File: src/rtl/run_link_pkg.sv
// Shared definitions for the run-detect serial link.
// Both the transmitter (run_burst_tx) and the receiving run detector import
// this package so they agree on field widths and the minimum gap.
package run_link_pkg;
  localparam int LEN_W_DEF   = 8;
  localparam int GAP_MIN_DEF = 1;

  typedef enum logic [1:0] {
    IDLE = 2'd0,
    RUN  = 2'd1,
    GAP  = 2'd2
  } run_tx_state_t;
endpackage

File: src/rtl/run_len_counter.sv
// Loadable down-counter used to time RUN and GAP phases.
// Ports:
//   clk, reset : clock, synchronous active-low reset (count clears to 0)
//   load/value : load 'value' this cycle (has priority over dec)
//   dec        : decrement; saturates at 0, never wraps
//   last       : count == 1, i.e. this is the final cycle of the phase
module run_len_counter #(
  parameter int LEN_W = 8
) (
  input  logic             clk,
  input  logic             reset,
  input  logic             load,
  input  logic [LEN_W-1:0] value,
  input  logic             dec,
  output logic             last
);
  logic [LEN_W-1:0] cnt_q, cnt_d;

  always_comb begin
    cnt_d = cnt_q;
    if (load)                  cnt_d = value;
    else if (dec && cnt_q != '0) cnt_d = cnt_q - 1'b1;
  end

  always_ff @(posedge clk) begin
    if (!reset) cnt_q <= '0;
    else        cnt_q <= cnt_d;
  end

  assign last = (cnt_q == LEN_W'(1));
endmodule

File: src/rtl/run_burst_tx.sv
// Transmit end of the run-detect link. Each accepted {run_len, gap_len}
// command drives out_signal high for run_len cycles, then low for
// max(gap_len, GAP_MIN) cycles. A new command may be taken on the last gap
// cycle so bursts can be chained with no idle cycle in between.
// Ports:
//   clk, reset             : clock, synchronous active-low reset
//   cmd_valid/cmd_ready    : command handshake
//   cmd_run_len/gap_len    : command fields, sampled only on accept
//   out_signal             : registered serial line
//   busy                   : high in RUN or GAP
//   run_done               : pulse on the last gap cycle of each command
module run_burst_tx
  import run_link_pkg::*;
#(
  parameter int LEN_W   = LEN_W_DEF,
  parameter int GAP_MIN = GAP_MIN_DEF
) (
  input  logic             clk,
  input  logic             reset,
  input  logic             cmd_valid,
  output logic             cmd_ready,
  input  logic [LEN_W-1:0] cmd_run_len,
  input  logic [LEN_W-1:0] cmd_gap_len,
  output logic             out_signal,
  output logic             busy,
  output logic             run_done
);
  run_tx_state_t    state_q, state_d;
  logic [LEN_W-1:0] gap_q, gap_d;
  logic             out_q, out_d;
  logic             cnt_load, cnt_dec, cnt_last;
  logic [LEN_W-1:0] cnt_val;
  logic [LEN_W-1:0] eff_gap;
  logic             accept;

  localparam logic [LEN_W-1:0] GAP_MIN_V = LEN_W'(GAP_MIN);

  assign eff_gap = (cmd_gap_len < GAP_MIN_V) ? GAP_MIN_V : cmd_gap_len;

  run_len_counter #(.LEN_W(LEN_W)) u_cnt (
    .clk   (clk),
    .reset (reset),
    .load  (cnt_load),
    .value (cnt_val),
    .dec   (cnt_dec),
    .last  (cnt_last)
  );

  always_comb begin
    state_d  = state_q;
    gap_d    = gap_q;
    cnt_load = 1'b0;
    cnt_val  = '0;
    cnt_dec  = 1'b0;
    // Ready in IDLE or on the final gap cycle; held low while in reset.
    cmd_ready = reset && ((state_q == IDLE) || (state_q == GAP && cnt_last));
    accept    = cmd_valid && cmd_ready;

    case (state_q)
      IDLE: ;
      RUN: begin
        if (cnt_last) begin
          state_d  = GAP;
          cnt_load = 1'b1;
          cnt_val  = gap_q;
        end else begin
          cnt_dec = 1'b1;
        end
      end
      GAP: begin
        if (cnt_last) state_d = IDLE;
        else          cnt_dec = 1'b1;
      end
      default: state_d = IDLE;
    endcase

    // An accept overrides the phase logic above; a zero run goes straight to GAP.
    if (accept) begin
      gap_d    = eff_gap;
      cnt_load = 1'b1;
      if (cmd_run_len != '0) begin
        state_d = RUN;
        cnt_val = cmd_run_len;
      end else begin
        state_d = GAP;
        cnt_val = eff_gap;
      end
    end

    out_d = (state_d == RUN);
  end

  always_ff @(posedge clk) begin
    if (!reset) begin
      state_q <= IDLE;
      gap_q   <= '0;
      out_q   <= 1'b0;
    end else begin
      state_q <= state_d;
      gap_q   <= gap_d;
      out_q   <= out_d;
    end
  end

  assign out_signal = out_q;
  assign busy       = reset && (state_q != IDLE);
  assign run_done   = reset && (state_q == GAP) && cnt_last;
endmodule

File: config.mk
export PLATFORM = sky130hd
export DESIGN_NAME = run_burst_tx
export DESIGN_NICKNAME = d
export VERILOG_FILES = /design/src/rtl/run_link_pkg.sv /design/src/rtl/run_len_counter.sv /design/src/rtl/run_burst_tx.sv
export SDC_FILE = /design/constraint.sdc
export NUM_CORES = 1
export LEC_CHECK = 0
export ABC_AREA = 1
export BUFFER_PORTS_ARGS = -buffer_cell sky130_fd_sc_hd__buf_2
export CAP_MARGIN = 0
export CORE_UTILIZATION = 53
export DETAILED_ROUTE_END_ITERATION = 8
export PLACE_DENSITY = 0.76
export SKIP_CTS_REPAIR_TIMING = 1
export SLEW_MARGIN = 15
export SYNTH_ARGS = -nofsm -noshare
export SYNTH_HDL_FRONTEND = slang
export SYNTH_SLANG_ARGS = --single-unit
File: constraint.sdc
create_clock -name clk -period 4 [get_ports clk]
set_input_delay 0.2 -clock clk [delete_from_list [all_inputs] [get_ports clk]]
set_output_delay 0.2 -clock clk [all_outputs]
set_load 0.05 [all_outputs]
After elaboration in Yosys (flattened, before gate mapping). Cells that the tools add are included.

Output and inout port bits: 4. Flip-flop bits (word level): 19. Word-level logic and storage cells: 41. Input bits: 19.

Reductions and logical operators: 14. Add/sub/neg operators: 1. Order comparisons: 1. Equality and inequality tests: 4. Multiplexer cells: 17.

Operators by type and width (count): $mux 8 (7); $reduce_bool 8->1 (2); $eq 8x1->1 const B (1); $lt 8x1->1 const B (1); $mux 2 (4); $sub 8x1->8 const B (1); $logic_and 1x1->1 (7); $pmux 2 s3 (1); $mux 1 (5); $eq 2x1->1 const B (2); $reduce_bool 2->1 (2); $eq 2x2->1 const B (1); $logic_not 2->1 (1); $reduce_or 2->1 (1); $logic_or 1x1->1 (1).

Depth between registers and ports, before layout. Gate-level depths: netlist of the first run.

Depth in word-level cells: 7. Mapped depth: 13. Mapped depth without buffers: 12.

Hierarchy. From an unflattened synthesis of the first run, not the netlist that was laid out.

Cell total of the unflattened synthesis: 233. Area, all modules: 1410.1 sq um.

Modules (own cells, without submodules): run_burst_tx (area each 792.0 sq um, instances 1, cells each 127, seq. area each 220.2 sq um); run_len_counter (area each 618.1 sq um, instances 1, cells each 106, seq. area each 160.2 sq um).

Worst setup path before layout of the first run. Ideal clock, no wire load.

Kind: flip-flop to flip-flop. Start point: register u_cnt.cnt_q[1]. End point: register u_cnt.cnt_q[7]. Arrival: 1473 ps. Path buffers: 1. Setup slack: 2410 ps. Data required time: 3883 ps. Setup time: 117 ps. Period minus slack after synthesis: 1590 ps. Cell stages (with the launch flop): 13. Cell sequence: dfxtp_1 -> inv_1 -> ha_1 -> inv_1 -> nor2_2 -> nand3_2 -> nand2_4 -> nand2_8 -> buf_6 -> nand3_1 -> nand3_1 -> nor2_1 -> nor2_1.

Cells in the longest elaborated chain, start to end: 7. Elaborated cells on any way between the ends: 19. Classes of those cells: 1 x add/sub; 1 x eq/ne; 10 x mux; 7 x reduce/logical.

Ends and longest elaborated chain: from (decl) (RTL line run_len_counter.sv:17) `logic [LEN_W-1:0] cnt_q, cnt_d;`; from (signal assigned) (RTL line run_len_counter.sv:27) `else cnt_q <= cnt_d;`; $eq 8x1->1 * (RTL line run_len_counter.sv:30) `assign last = (cnt_q == LEN_W'(1));`; $logic_and 1x1->1 * (RTL line run_burst_tx.sv:56) `cmd_ready = reset && ((state_q == IDLE) || (state_q == GAP && cnt_last));`; $logic_or 1x1->1 * (RTL line run_burst_tx.sv:56); $logic_and 1x1->1 * (RTL line run_burst_tx.sv:56); net cmd_ready (RTL line run_burst_tx.sv:21) `output logic cmd_ready,`; $logic_and 1x1->1 * (RTL line run_burst_tx.sv:57) `accept = cmd_valid && cmd_ready;`; $mux 8 or $mux 1 (tied branches) (RTL line run_burst_tx.sv:78) `if (accept) begin`; $mux 8 or $reduce_bool 2->1 (tied branches).

The timed path passes the listed nets; every way through them passes the cells marked *. The select of a mux whose other input is x is not followed. A chain may end at the register's enable or synchronous reset.

Worst setup path after layout of the first run.
Start point: register state_q[0]. End point: output cmd_ready.

Cells in the longest elaborated chain, start to end: 4. Elaborated cells on any way between the ends: 5. Classes of those cells: 1 x eq/ne; 4 x reduce/logical.

Ends and longest elaborated chain: from (decl) (RTL line run_burst_tx.sv:28) `run_tx_state_t state_q, state_d;`; from (signal assigned) (RTL line run_burst_tx.sv:99) `state_q <= state_d;`; $eq 2x2->1 (RTL line run_burst_tx.sv:56); $logic_and 1x1->1 (RTL line run_burst_tx.sv:56); $logic_or 1x1->1 * (RTL line run_burst_tx.sv:56); $logic_and 1x1->1 * (RTL line run_burst_tx.sv:56); to (decl) (RTL line run_burst_tx.sv:21).

Every way passes the cells marked *; elsewhere a longest branch is shown, timed or not.

==> impl_metrics.tcl, run 1 <==
set metrics [dict create \
    outcome "complete, no violations" \
    synth_seq_cells 19 \
    cp.arrival_ps 1550 \
    grtUsageMet3_pct 2.542 \
    antenna_left 0 \
    grt_util_all_layers_pct 22.43 \
    placed_cells 274 \
    clock_path_buffers 2 \
    syn_to_final_growth_pct 8.106 \
    cts-htree-levels 1 \
    die_y_um 53.77 \
    worstSetupPathType "flop to primary output" \
    final_common_cell "nand2_1" \
    final_nets 274 \
    gr-total-overflow 0 \
    num_rows 18 \
    syn_inst 227 \
    synth-edff-count 0 \
    p_leak_nw 0.8057 \
    drt-initial-drc-count 32 \
    nFillCells 254 \
    initial_core_util_pct 56.81 \
    fin_area_um2 1535 \
    final_layout_size_suffix_gt1_share_pct 16.94 \
    clock-skew-final_ps 9.194 \
    mostFrequentLayoutCells "69 x nand2_1, 33 x nor2_1, 24 x inv_1, 22 x nand3_1, 22 x buf_2" \
    slowest_stage "dfxtp_1" \
    die_x_um 53.77 \
    synthesis.area_um2 1420 \
    cts_buffers 3 \
    use_met2_pct 33.54 \
    synth_ff_type "dfxtp_1" \
    setup_viol 0 \
    cts.root.buffer_cell "clkbuf_4" \
    cp_cell_sequence "inv_1, ha_1, nand2_1, inv_1, nand3_2, nand2_4, buf_2" \
    timing.final.crit_share_pct 43.75 \
    grt_max_degree 28 \
    cp_num_buf_inv 3 \
    finalSetupTns_ps 0 \
    gp_congestion 0.7953 \
    path_common_cell "inv_1" \
    seq_area_frac_synth_pct 26.78 \
    path_clk_slew_ps 110 \
    use_met1_pct 33.22 \
    antenna_found_initial 0 \
    cp_top_family "buffers and inverters" \
    final_max_slew_viol_count 0 \
    r2r_slack_ps 2280 \
    report.final.hold_viol_count 0 \
    pre_cts_ws_ps 2300 \
    synth_async_sr_flop_share_pct 0 \
    ioPinCount 23 \
    drc 0 \
    critPathMaxStageDelay_ps 340 \
    worst_setup_path_end_kind "primary output" \
    clock_latency_ps 300 \
    grt_pass1_wl_um 4664 \
    wl_um 2871 \
    max-slew-margin-rel_pct 78.86 \
    port_buffers 22 \
    clock_sinks 19 \
    ir_drop_v 0.0002027 \
    dp_hpwl_um 2270 \
    yosysUniqueCellTypes 28 \
    worstMarginPinSlew_ps 316.8 \
    powerDensity_nw_per_um2 416.3 \
    syn_nets 252 \
    placed_area_um2 1509 \
    vias 1382 \
    routedWlPerCell_um 10.33 \
    rsz0062_at_grt "false" \
    power_uw 639.0 \
    crit_path_max_fanout 3 \
    grt_pass1_vias 1036 \
    dieArea_um2 2891 \
    dr.pass1.iters 4 \
    syn_avg_cell_area_um2 6.256 \
    cap_violations 0 \
    fmax_mhz 571.5 \
    layout_setup_ws_ps 2250 \
    critPathRequiredTime_ps 3800 \
    min_period_ps 1750 \
    cp-start-kind "flop" \
    worstHoldPathType "primary input to flop" \
    via_per_inst 4.971 \
    cts_tree "yes" \
    core_um2 2500 \
    grt.busiest_layer "met2" \
    antennaDiodeCount 0 \
    yosysWarnings 0 \
    fin_cells 278 \
]
[flip-flops by register name (all words and copies together), names as in the netlist]
register / cells
state_q: 2
out_signal: 1
gap_q: 8
u_cnt.cnt_q: 8
[logic make-up after synthesis]
family	synth area share, %
buffers and inverters	12.60
xor gates and xnor gates	2.467
AOI/OAI and AO/OA	8.457
DFF	26.78
and+or+nand+nor	44.41
adders and majority gates	5.286
[metrics by stage]
stage	util, %	hold slack (ps)
floorplan	-	342.7
detailed placement	60.36	459.9
finish	61.41	155.1
CTS	61.41	157.1
global placement	60.36	456.0
global route	61.41	162.0
[cells in the mapped netlist (2+ instances only)]
cell	count	area (um^2)
nand2_1	69	259.0
nor2_1	33	123.9
inv_1	24	90.09
nand3_1	22	110.1
dfxtp_1	19	380.4
a21oi_1	11	55.05
o21ai_1	7	35.03
ha_1	6	75.07
nand2_2	5	31.28
inv_2	4	15.01
buf_6	3	33.78
o21ai_0	3	15.01
xor2_1	3	26.28
a21o_1	2	15.01
nor2_2	2	12.51
nor3_1	2	10.01
[per-layer routing]
layer	up-vias	routed length, um
met5	-	0
li1	753	-
met1	590	1479
met3	5	110
met2	34	1240
met4	0	40
[final cells by class]
cell class              instances  area, um^2  area share (%)
inverters                      30       120.1           7.824
multi-input cells             173       860.8           56.07
flip-flops and latches         19       380.4           24.78
clock buffers                   4       26.28           1.711
repair buffers                 22       110.1           7.172
well taps                      30       37.54           2.445
[path summary, 6_finish.rpt]
check / start / end / depth (start not counted)
min: cmd_gap_len[3] / gap_q[3] / 3
max reg2reg: u_cnt.cnt_q[0] / u_cnt.cnt_q[7] / 9
min reg2reg: gap_q[4] / gap_q[4] / 2
max: state_q[0] / cmd_ready / 7
[worst reg2reg max path: stages (launching register included)]
cell and delay (ps):
dfxtp_1 340, inv_1 120, ha_1 220, nand2_1 70
nor2_1 180, nand2_1 80, nand3_1 180, nand3_4 180
o21ai_0 200, nor2_1 60
[power by group]
part	leakage, nW	internal, mW	switching (mW)
clock	0.0150	0.0389	0.0570
sequential	0.156	0.217	0.0257
combinational	0.635	0.113	0.188
Power figures use the tool's default switching activity.
==> run 2, diff against run 1 <==
Settings changed: ABC_AREA 1 to 0.
Clock period 4 ns to 1.8 ns, I/O delays scaled along.
==> impl_metrics.tcl, run 2 <==
set metrics [dict create \
    outcome "finished with violations" \
    violations "negative setup slack" \
    setup_viol 5 \
    drt-initial-drc-count 29 \
    routedWlPerCell_um 14.53 \
    rsz0062_at_grt "true" \
    worstMarginPinSlew_ps 364.2 \
    cts.root.buffer_cell "clkbuf_4" \
    p_leak_nw 0.7040 \
    final_layout_size_suffix_gt1_share_pct 37.37 \
    synth_top_area_share_pct 29.95 \
    mostFrequentLayoutCells "22 x nand2_1, 20 x buf_2, 18 x buf_4, 15 x dfxtp_1, 9 x nor2_1" \
    vias 1306 \
    clock_sinks 19 \
    yosysWarnings 0 \
    num_rows 17 \
    placed_area_um2 1549 \
    die_x_um 50.95 \
    fmax_mhz 525.7 \
    syn_avg_cell_area_um2 7.987 \
    synth-edff-count 0 \
    cts-htree-levels 1 \
    p_seq_share_pct 36.2 \
    report.final.hold_viol_count 0 \
    gp_congestion 0.8855 \
    synth_seq_cells 19 \
    power_frac_clock_pct 14.4 \
    via_per_inst 5.779 \
    antenna_left 0 \
    placed_cells 221 \
    synth_top_cell_by_area "dfxtp_1" \
    final_nets 224 \
    clock_path_buffers 2 \
    nFillCells 170 \
    clock-skew-final_ps 10.60 \
    grt_max_degree 26 \
    final_max_slew_viol_count 0 \
    syn_inst 159 \
    synth_ff_type "dfxtp_1" \
    ir_drop_v 0.0006347 \
    worstSetupPathType "flop to flop" \
    intPower_uw 911.4 \
    max-slew-margin-rel_pct 75.72 \
    synth_common_cells "23 x nand2_1, 19 x dfxtp_1, 10 x nor2_1" \
    switching_share_pct 37.43 \
    timing.final.crit_share_pct 105.7 \
    wl_um 3284 \
    post-synth-top-count-cell "nand2_1" \
    powerDensity_nw_per_um2 873.4 \
    dp_hpwl_um 2500 \
    worst_setup_path_end_kind "flop" \
    use_met2_pct 41.23 \
    fin_area_um2 1668 \
    grt.busiest_layer "met2" \
    comb_power_share_pct 49.3 \
    drc 0 \
    grt_util_all_layers_pct 27.15 \
    synthesis.area_um2 1270 \
    ioPinCount 23 \
    dieArea_um2 2596 \
    grt_pass1_wl_um 5326 \
    dr.pass1.iters 4 \
    path_clk_slew_ps 110 \
    use_met1_pct 40.37 \
    final_common_cell "nand2_1" \
    die_y_um 50.95 \
    yosysUniqueCellTypes 50 \
    grtUsageMet3_pct 2.679 \
    worstHoldPathType "primary input to flop" \
    synth_async_sr_flop_share_pct 0 \
    cts_tree "yes" \
    critPathRequiredTime_ps 2000 \
    seq_area_frac_synth_pct 29.95 \
    min_period_ps 1902 \
    clock_latency_ps 290 \
    syn_nets 184 \
    gr-total-overflow 0 \
    antennaDiodeCount 0 \
    cp-start-kind "flop" \
    antenna_found_initial 0 \
    top_regs "gap_q x8, u_cnt.cnt_q x8, state_q x2" \
    cap_violations 0 \
    layout_setup_ws_ps -102.3 \
    crit_path_max_fanout 5 \
    grt_pass1_vias 1193 \
    port_buffers 22 \
    power.switching_uw 545.3 \
    cp.arrival_ps 2100 \
    fin_cells 226 \
    core_um2 2233 \
    cts_buffers 3 \
    initial_core_util_pct 56.86 \
    synthTopCellsByArea "dfxtp_1 30%, nand2_1 6.8%, ha_1 5.9%, a21oi_1 3.5%, nor2_1 3.0%" \
    syn_to_final_growth_pct 31.33 \
]
==> run 2: cell types whose count changed after synthesis, sizes merged, moves of 5 or more <==
cell    change
nand2      -53
nand3      -22
clkbuf      +5
a31oi       +5
nor2       -26
inv        -23
a21boi      +7
==> run 2: cells by family after synthesis <==
group	share of synthesized area, %
adders and majority gates	5.911
xor gates and xnor gates	0.6898
buffers and inverters	4.531
and+or+nand+nor	26.80
AOI/OAI and AO/OA	29.56
DFF	29.95
muxes	2.561
==> run 2: power groups by stage <==
stage	Clock [mW]	Sequential, mW	Combinational [mW]
floorplan	0	0.533	0.407
global placement	0	0.524	0.618
detailed placement	0	0.525	0.627
CTS	0.215	0.516	0.631
global route	0.231	0.534	0.776
finish	0.210	0.528	0.719
==> run 2: worst paths after layout <==
| path | end | slack, ps | start | depth (start not counted) |
|---|---|---|---|---|
| max | u_cnt.cnt_q[7] | -100 | u_cnt.cnt_q[4] | 7 |
| min | gap_q[1] | 50 | cmd_gap_len[1] | 3 |
| max reg2reg | u_cnt.cnt_q[7] | -100 | u_cnt.cnt_q[4] | 7 |
| min reg2reg | gap_q[1] | 480 | gap_q[1] | 2 |
==> run 2: per-stage QoR <==
stage | hold WS (ps) | TNS [ps] | worst slack [ps] | utilization [%] | total power [mW]
after floorplan | 224.8 | -72.72 | -52.40 | - | 0.9395
after global placement | 357.5 | -16.17 | -12.69 | 69.36 | 1.142
after detailed placement | 363.0 | -125.0 | -72.13 | 69.36 | 1.152
after CTS | 43.53 | -482.2 | -199.4 | 70.59 | 1.361
after global routing | 45.35 | -536.5 | -173.2 | 74.68 | 1.541
final | 49.26 | -211.3 | -102.3 | 74.68 | 1.457
==> run 2: per-layer routing <==
layer	part of all wire, %	routed length [um]	vias to the layer above
met5	0	0	-
met1	48	1584	602
li1	-	-	665
met2	47	1536	37
met3	4.5	147	2
met4	0.49	16	0
==> run 2: critical path: stages, from the launching register on <==
cell,delay [ps]
dfxtp_2,360
or4_4,570
o31ai_4,250
buf_4,160
buf_6,100
nand3b_1,70
o2111a_1,140
o21a_1,160
==> run 2: layout make-up <==
type	instances	area (um^2)	area share, %
sequential	19	385.4	23.11
tap	28	35.03	2.101
clock buffer	3	22.52	1.350
timing repair buffer	43	296.5	17.78
multi-input combinational	126	900.9	54.01
clock inverter	1	5.005	0.3001
inverter	6	22.52	1.350
==> run 3, diff against run 2 <==
Settings changed: CORE_ASPECT_RATIO from default to 1.1, GPL_ROUTABILITY_DRIVEN from default to 0.
Clock period 1.8 ns to 2.46 ns, I/O delays scaled along.
==> impl_metrics.tcl, run 3 (same netlist as run 2, synthesis figures left out) <==
set metrics [dict create \
    min_period_ps 2155 \
    vias 1256 \
    rr_startpoint "u_cnt.cnt_q[7]" \
    cts-htree-levels 1 \
    grt_pass1_wl_um 4864 \
    final_max_slew_viol_count 0 \
    via_per_inst 5.981 \
    critPathRequiredTime_ps 2700 \
    cp-start-kind "flop" \
    hold_slack_ps 81.59 \
    path_clk_slew_ps 100 \
    antenna_left 0 \
    critPathLaunch "u_cnt.cnt_q[7]" \
    worst_setup_path_end_kind "flop" \
    cts_buffers 3 \
    clock_sinks 19 \
    grt_pass1_vias 1072 \
    num_rows 18 \
    gr-total-overflow 0 \
    die_x_um 48.67 \
    dp_hpwl_um 2212 \
    fmax_mhz 463.9 \
    grt_util_all_layers_pct 24.13 \
    worstHoldPathType "primary input to flop" \
    p_leak_nw 0.5877 \
    power_uw 924.4 \
    clock_latency_ps 290 \
    worstMarginPinSlew_ps 645.5 \
    final_common_cell "nand2_1" \
    final_layout_size_suffix_gt1_share_pct 20.00 \
    cts_tree "yes" \
    cap_violations 0 \
    die_y_um 53.34 \
    antenna_found_initial 0 \
    core_um2 2252 \
    dr.pass1.iters 4 \
    wl_um 2835 \
    crit_path_max_fanout 7 \
    report.final.hold_viol_count 0 \
    powerDensity_nw_per_um2 645.8 \
    drt-initial-drc-count 32 \
    routedWlPerCell_um 13.50 \
    final_nets 206 \
    cp.arrival_ps 2390 \
    finalSetupTns_ps 0 \
    drc 0 \
    port_buffers 22 \
    worstSetupPathType "flop to flop" \
    setup_viol 0 \
    ioPinCount 23 \
    clock-skew-final_ps 2.055 \
    top_regs "gap_q x8, u_cnt.cnt_q x8, state_q x2" \
    grt_max_degree 26 \
    ir_drop_v 0.0004040 \
    syn_to_final_growth_pct 12.71 \
    clock_path_buffers 2 \
    mostFrequentLayoutCells "23 x nand2_1, 22 x buf_2, 19 x dfxtp_1, 10 x nor2_1, 9 x a21oi_1" \
    rsz0062_at_grt "false" \
    worstHoldStart "cmd_gap_len[2]" \
    dieArea_um2 2596 \
    timing.final.crit_share_pct 87.62 \
    cts.root.buffer_cell "clkbuf_4" \
    antennaDiodeCount 0 \
    max-slew-margin-rel_pct 56.85 \
    outcome "complete, no violations" \
    initial_core_util_pct 56.39 \
]
run 3: metal layers:
layer	vias up	wire length, um	track usage [%]
met5	-	0	0
met2	35	1297	39.35
met3	4	111	2.586
met1	586	1402	33.33
li1	631	-	-
met4	0	24	7.353
run 3: power by group:
part           internal (mW)  leakage (nW)  switching, mW
Clock                 0.0631        0.0150         0.0887
Combinational          0.172         0.417          0.216
Sequential             0.345         0.156         0.0391
run 3: final timing paths:
check | end | slack (ps) | depth (start not counted)
worst min-delay path | gap_q[2] | 80 | 3
worst max register to register | u_cnt.cnt_q[1] | 300 | 5
worst min register to register | gap_q[1] | 470 | 2
worst max-delay path | u_cnt.cnt_q[1] | 300 | 5
run 3: worst max-delay path: stages, from the launching register on:
cell	delay, ps
dfxtp_1	370
or4_4	600
o31ai_4	410
mux2_1	370
o211ai_1	170
o311a_1	190
run 3: final cells by class:
cell class	count	area (um^2)
clock buffer	4	26.28
fill	199	820.8
inverter	6	22.52
multi-input combinational	126	832.0
sequential	19	380.4
tap	30	37.54
timing repair buffer	25	132.6
run 3: stage by stage:
stage	area [um^2]	util, %	std cells	setup WS [ps]
after floorplan	1270	-	159	490.7
after global placement	1405	62.39	206	424.2
after detailed placement	1405	62.39	206	335.5
after CTS	1431	63.56	210	301.8
after global routing	1431	63.56	210	240.9
final	1431	63.56	210	304.5
